==> src/rtl/cla_nibble_serial_adder.sv <==
// Nibble-serial WIDTH-bit adder that reuses one 4-bit carry-lookahead slice per clock.
// Defining CLA_SERIAL_SUB_EN adds the `sub` port, which selects A - B.

module carry_lookahead_adder_4bits (
   input  logic [3:0] in0,
   input  logic [3:0] in1,
   input  logic       carry_in,
   output logic [3:0] sum,
   output logic       carry_out,
   output logic       PG,
   output logic       GG
);
   logic [3:0] p;
   logic [3:0] g;
   logic [4:1] c;

   assign p = in0 ^ in1;
   assign g = in0 & in1;

   // Every carry is flattened against carry_in, so no carry waits on a lower one.
   assign c[1] = g[0] | (p[0] & carry_in);
   assign c[2] = g[1] | (p[1] & g[0]) | (p[1] & p[0] & carry_in);
   assign c[3] = g[2] | (p[2] & g[1]) | (p[2] & p[1] & g[0])
               | (p[2] & p[1] & p[0] & carry_in);
   assign c[4] = g[3] | (p[3] & g[2]) | (p[3] & p[2] & g[1])
               | (p[3] & p[2] & p[1] & g[0]) | (p[3] & p[2] & p[1] & p[0] & carry_in);

   assign sum       = p ^ {c[3:1], carry_in};
   assign carry_out = c[4];
   assign PG        = &p;
   assign GG        = g[3] | (p[3] & g[2]) | (p[3] & p[2] & g[1]) | (p[3] & p[2] & p[1] & g[0]);
endmodule

module cla_nibble_serial_adder #(
   parameter int WIDTH = 32
) (
   input  logic             clk,
   input  logic             rst_n,
   input  logic             start_valid,
   output logic             start_ready,
   input  logic [WIDTH-1:0] op_a,
   input  logic [WIDTH-1:0] op_b,
   input  logic             carry_in,
`ifdef CLA_SERIAL_SUB_EN
   input  logic             sub,
`endif
   output logic             res_valid,
   input  logic             res_ready,
   output logic [WIDTH-1:0] sum,
   output logic             carry_out,
   output logic             overflow,
   output logic             busy
);
   localparam int N  = WIDTH / 4;
   localparam int KW = (N > 1) ? $clog2(N) : 1;
   localparam logic [KW-1:0] K_LAST = KW'(N - 1);

   typedef enum logic [1:0] {
      IDLE,
      RUN,
      DONE
   } state_e;

   state_e           state_q, state_d;
   logic [WIDTH-1:0] a_q, a_d;
   logic [WIDTH-1:0] b_q, b_d;
   logic [WIDTH-1:0] sum_q, sum_d;
   logic [KW-1:0]    k_q, k_d;
   logic             carry_q, carry_d;
   logic             cout_q, cout_d;
   logic             ovf_q, ovf_d;

   logic [3:0] nib_a;
   logic [3:0] nib_b;
   logic [3:0] nib_sum;
   logic       nib_cout;
   logic       unused_pg;
   logic       unused_gg;
   logic       b_flip;
   logic       c_load;

`ifdef CLA_SERIAL_SUB_EN
   assign b_flip = sub;
   assign c_load = sub | carry_in;
`else
   assign b_flip = 1'b0;
   assign c_load = carry_in;
`endif

   // b_q holds B' (already inverted for subtraction), so the overflow term sees the real slice operand.
   assign nib_a = a_q[4*k_q +: 4];
   assign nib_b = b_q[4*k_q +: 4];

   carry_lookahead_adder_4bits u_slice (
      .in0       (nib_a),
      .in1       (nib_b),
      .carry_in  (carry_q),
      .sum       (nib_sum),
      .carry_out (nib_cout),
      .PG        (unused_pg),
      .GG        (unused_gg)
   );

   always_comb begin
      // NOTE: every variable gets its hold value first, so no path through the case infers a latch.
      state_d = state_q;
      a_d     = a_q;
      b_d     = b_q;
      sum_d   = sum_q;
      k_d     = k_q;
      carry_d = carry_q;
      cout_d  = cout_q;
      ovf_d   = ovf_q;

      unique case (state_q)
         IDLE: begin
            if (start_valid) begin
               a_d     = op_a;
               b_d     = op_b ^ {WIDTH{b_flip}};
               sum_d   = '0;
               k_d     = '0;
               carry_d = c_load;
               state_d = RUN;
            end
         end
         RUN: begin
            sum_d[4*k_q +: 4] = nib_sum;
            carry_d           = nib_cout;
            k_d               = k_q + 1'b1;
            if (k_q == K_LAST) begin
               k_d     = '0;
               cout_d  = nib_cout;
               ovf_d   = (a_q[WIDTH-1] ^ b_q[WIDTH-1] ^ nib_sum[3]) ^ nib_cout;
               state_d = DONE;
            end
         end
         DONE: begin
            if (res_ready) state_d = IDLE;
         end
         default: state_d = IDLE;
      endcase
   end

   // NOTE: state registers use non-blocking assignments so every flop samples pre-edge values.
   always_ff @(posedge clk or negedge rst_n) begin
      if (!rst_n) begin
         state_q <= IDLE;
         a_q     <= '0;
         b_q     <= '0;
         sum_q   <= '0;
         k_q     <= '0;
         carry_q <= 1'b0;
         cout_q  <= 1'b0;
         ovf_q   <= 1'b0;
      end else begin
         state_q <= state_d;
         a_q     <= a_d;
         b_q     <= b_d;
         sum_q   <= sum_d;
         k_q     <= k_d;
         carry_q <= carry_d;
         cout_q  <= cout_d;
         ovf_q   <= ovf_d;
      end
   end

   assign start_ready = (state_q == IDLE);
   assign res_valid   = (state_q == DONE);
   assign busy        = (state_q != IDLE);
   assign sum         = sum_q;
   assign carry_out   = cout_q;
   assign overflow    = ovf_q;
endmodule
==> config.mk <==
export PLATFORM = sky130hd
export DESIGN_NAME = cla_nibble_serial_adder
export DESIGN_NICKNAME = d
export VERILOG_FILES = /design/src/rtl/cla_nibble_serial_adder.sv
export SDC_FILE = /design/constraint.sdc
export NUM_CORES = 1
export LEC_CHECK = 0
export ABC_AREA = 1
export BUFFER_PORTS_ARGS = -buffer_cell sky130_fd_sc_hd__buf_4
export CAP_MARGIN = 20
export CORE_MARGIN = 2
export CORE_UTILIZATION = 40
export DETAILED_ROUTE_END_ITERATION = 8
export PLACE_DENSITY = 0.7
export SKIP_CTS_REPAIR_TIMING = 1
export SLEW_MARGIN = 40
export SYNTH_ARGS = -nofsm -noshare
export SYNTH_HDL_FRONTEND = slang
export SYNTH_HIERARCHICAL = 1
export SYNTH_SLANG_ARGS = --single-unit
==> constraint.sdc <==
create_clock -name clk -period 5.6 [get_ports clk]
set_clock_uncertainty 0.15 [all_clocks]
set_input_delay 0.84 -clock clk [delete_from_list [all_inputs] [get_ports clk]]
set_output_delay 0.84 -clock clk [all_outputs]
set_load 0.02 [all_outputs]
==> run metrics, run 1 <==
PD cells=657 mW/mm^2; hpwl dp=8960 um; Slew HR=52.9%; setup ws final=1.97 ns; final hold violation count=0; most frequent CP cell=nand2_1; final cycle utilization of the critical path=64.8%; Reg-to-Reg Start=k_q[0]; crit path time final=3.63 ns; Antenna Cells=0; Slew @ Worst Pin=0.706 ns; final setup violation count=0; CP max stage delay=0.51 ns; Initial Util=40.9%; CTS clk-pin slew, worst paths=0.07 ns; root buffer cell=clkbuf_16; DR iter-0 viols=237; nets@finish=868; crit path capture type=register; largest net degree at the start of global routing=86; RSZ-0062 raised after global routing=no; max-cap violations=0; area grow syn2layout=20.0%; io pins=106; status=complete, no violations; Slew Viols, Final=0; post-route DRC violation count=0; antenna-violating nets left=0; share of total power consumed by net switching=48.1%; Lkg Pwr=3.48 nW; Flop pwr share=30.5%; CTS sink cnt=104; initial antenna violation count=0; crit path cell chain=buf_4 -> inv_1 -> nor2_1 -> o21ai_0 -> nand2_1 -> nand2_1 -> ha_1 -> nand2_1 -> nand2_1 -> nand2_1 -> nand2_1 -> nand2_1 -> nand2_1 -> inv_1 -> nor2_1 -> nand2_1 -> nor2_1 -> nand2_1 -> nand2_1; routed wire length=12200 um; critical path class=reg2reg; # rows=42; CTS tree=done; Min-Delay Path Class=in2async; vias in the first global route=4320; CP required=5.74 ns; critical path fanouts, max=59; Sum Neg Setup Slack=0 ns; All-Layer GR Usage=17.7%; Core ar.=0.0132 mm^2; Max Freq=0.276 GHz; syn_nets=781; pre-CTS setup slack=2.09 ns; Die H=120 um; Psw=2.05 mW; first-pass GRT wire length=20600 um; TritonRoute pass-1 iters=5; Via density=4.79; Mapped Cells=699; layout cells sized above 1=19.0%; Routability Congestion=0.833; crit path DAT=3.77 ns; startpoint type of the worst setup path=register; Clk pwr share=14.4%; vias=4634; Clock Tree Buf Depth=2; htree depth=3; die area=0.0145 mm^2; Ys Warns=6; average instance area after synthesis=7.74 um^2; port buffer count=105; Avg WL per Cell=12.6 um; TritonCTS Buffers=9; Worst-Skew Late Latency=0.35 ns; CP max stage cell=inv_1; Worst Setup SP=k_q[0]; Die Width=120 um; synthesized area=0.00541 mm^2; Worst VDD drop=273 uV; GRT overflow=0; P_int=2.21 mW; Combinational Power Share=55.2%
[path summary, 6_finish.rpt]
path,end,slack [ns],cells after the start
setup reg to reg,sum[7],1.97,19
max in group asynchronous,a_q[9],4.24,2
hold / removal,k_q[2],0.20,1
setup / recovery,sum[7],1.97,19
hold reg to reg,sum[20],0.33,2
min in group clk,sum[20],0.33,2
[state kept, by name, indices dropped and copies added, names as in the netlist]
register,cells
overflow,1
carry_out,1
carry_q,1
a_q,32
b_q,32
sum,32
state_q,2
k_q,3
[through the flow]
step                instance area, um^2  hold WS, ns  cells  power (mW)  utilization (%)
floorplan                          5410        0.294    699        3.12                -
global placement                   6170        0.309    950        3.62             46.6
finish                             6500        0.201    967        4.27             49.1
detailed placement                 6180        0.310    950        3.66             46.6
CTS                                6470        0.329    966        4.29             48.8
global route                       6500        0.215    967        4.66             49.1
[cells in the final DEF (no fill, tap or decap), types with 2 or more instances in the layout]
master,instances
nand2_1,305
buf_4,107
dfrtp_1,103
nor2_1,71
nand3_1,38
o21ai_0,37
inv_1,36
o21ai_1,20
ha_1,12
clkbuf_16,9
nand4_1,6
nor3_2,5
nand3_2,4
nor2_4,3
nand2_2,3
xnor2_1,3
inv_4,2
nor2_2,2
inv_2,2
nand3_4,2
a21oi_1,2
xor2_1,2
inv_6,2
clkinv_4,2
[routing by layer]
layer  share of wire, %  up-vias  GRT usage (%)  wire length (um)
li1                   -     2372              -                 -
met1                 47     2109           24.6              5700
met3                5.3       21           3.44               653
met4                1.9        0           5.23               231
met2                 46      132           28.0              5620
met5                  0        -              0                 0
[power groups by stage]
stage | registers (mW) | logic, mW | clock network (mW)
floorplan | 1.35 | 1.76 | 0
CTS | 1.30 | 2.36 | 0.625
finish | 1.30 | 2.35 | 0.614
global route | 1.34 | 2.67 | 0.652
global placement | 1.32 | 2.30 | 0
detailed placement | 1.32 | 2.35 | 0
[critical path, delay by kind of cell, from the launching register on]
family,cells,cell delay (ns)
buffers and inverters,3,1.07
AND/OR/NAND/NOR,14,1.44
adder cells (fa/ha/maj),1,0.40
flip-flops,1,0.34
AO/OA/AOI/OAI,1,0.14
[layout make-up]
cell class / instances / area (um^2)
fill: 1359 / 6750
clock inverter: 6 / 62.6
tap: 176 / 220
sequential: 104 / 2600
inverter: 41 / 159
timing repair buffer: 108 / 823
clock buffer: 10 / 229
multi-input combinational: 522 / 2400
(Power assumes the default switching activity.)
==> run 2: changes to the inputs <==
- ABC_AREA: 1 -> 0
- PLACE_DENSITY: 0.7 -> 0.71
- clock period: 5.6 -> 3.65 ns (I/O delays scaled with it)
==> run metrics, run 2 <==
status=complete, no violations; antenna-violating nets left=0; crit path time final=3.17 ns; FF+latch area=0.00260 mm^2; FF-to-FF setup slack=0.48 ns; largest net degree at the start of global routing=90; TritonRoute pass-1 iters=5; Core Util, Final=51.3%; R2R depth=10; Max Freq=0.315 GHz; Antenna Cells=0; CTS clk-pin slew, worst paths=0.07 ns; CTS sink cnt=104; final setup violation count=0; htree depth=3; post-route DRC violation count=0; multi-input combinational cell area=0.00216 mm^2; Avg WL per Cell=15.4 um; Die Width=116 um; nets@finish=674; DP Cell Count=749; crit path DAT=3.28 ns; final hold violation count=0; Psw=2.70 mW; initial antenna violation count=0; port buffer count=105; area grow syn2layout=24.4%; share of total power consumed by net switching=43.1%; PD cells=1010 mW/mm^2; leading cell type in the layout, fill and taps excluded=nand2_1; average instance area after synthesis=10.1 um^2; Sum Neg Setup Slack=0 ns; Clk pwr share=14.8%; CP max stage cell=xnor2_1; DR iter-0 viols=218; die area=0.0134 mm^2; GRT overflow=0; vias=3863; critical path class=reg2reg; crit path cell chain=buf_12 -> mux4_2 -> nand2_1 -> nand2_1 -> ha_1 -> a21o_1 -> a21oi_1 -> xnor2_1 -> inv_1 -> o31ai_1; Hold WS=0.107 ns; most frequent cells in the layout=nand2_1 (231), buf_4 (112), dfrtp_1 (104); Fill cells=1136; synthesized area=0.00499 mm^2; Via density=5.06; Non-Filler Instances=764; Worst-Skew Late Latency=0.35 ns; max-cap violations=0; Worst VDD drop=368 uV; crit path capture type=register; io pins=106; Slew HR=50.0%; # rows=40; Flop pwr share=32.1%; Ys Warns=6; Die H=116 um; Initial Util=41.2%; layout cells sized above 1=26.7%; hpwl dp=8690 um; All-Layer GR Usage=19.0%; final cycle utilization of the critical path=87.0%; Slew Viols, Final=0; routed wire length=11800 um; Slew @ Worst Pin=0.745 ns; CP required=3.76 ns; syn_nets=576; Lkg Pwr=3.25 nW; startpoint type of the worst setup path=register; Routability Congestion=0.770; Core ar.=0.0121 mm^2; CTS tree=done; vias in the first global route=3975; CP max stage delay=0.60 ns; RSZ-0062 raised after global routing=no; root buffer cell=clkbuf_16; Min-Delay Path Class=in2async; critical path fanouts, max=21; Total Power=6.25 mW; Mapped Cells=494; Clock Tree Buf Depth=2; TritonCTS Buffers=9; first-pass GRT wire length=19700 um; Combinational Power Share=53.1%; P_int=3.55 mW; most frequent CP cell=nand2_1
[run 2: power groups by stage]
stage | Sequential [mW] | Combinational (mW) | Clock [mW]
2_1_floorplan | 2.03 | 2.21 | 0
5_1_grt | 2.06 | 3.68 | 0.992
6_report | 2.00 | 3.32 | 0.927
4_1_cts | 2.01 | 3.34 | 0.949
3_5_place_dp | 2.03 | 3.33 | 0
3_3_place_gp | 2.01 | 3.20 | 0
[run 2: final timing paths]
check | start | to
min in group clk | op_a[17] | a_q[17]
min reg2reg | b_q[22] | b_q[22]
min | rst_n | sum[16]
max reg2reg | k_q[0] | sum[26]
max | k_q[0] | sum[26]
max in group asynchronous | rst_n | a_q[24]
[run 2: worst max-delay path: cells and delay by family, from the launching register on]
family	cells	cell delay, ns
XOR/XNOR	1	0.60
AO/OA/AOI/OAI	3	0.44
buffers and inverters	2	0.36
AND/OR/NAND/NOR	2	0.18
adder cells (fa/ha/maj)	1	0.33
flip-flops	1	0.50
multiplexers	1	0.51
[run 2: per-layer routing]
layer	up-vias	part of all wire [%]	GRT usage (%)
met1	1893	44	24.8
li1	1852	-	-
met4	0	2.2	7.06
met2	98	50	31.3
met3	20	4.5	4.13
met5	-	0	0
[run 2: stage by stage]
step | instance area, um^2 | setup slack (ns)
5_1_grt | 6210 | 0.173
3_3_place_gp | 5900 | 0.626
3_5_place_dp | 5920 | 0.512
2_1_floorplan | 4990 | 0.668
6_report | 6210 | 0.476
4_1_cts | 6210 | 0.487
[run 2: cell type report]
type                       instances  share of cell area, %
timing repair buffer             115                   14.4
multi-input combinational        348                   34.9
clock inverter                     2                  0.222
clock buffer                      13                   4.35
inverter                          14                  0.846
sequential                       104                   41.9
tap                              168                   3.39
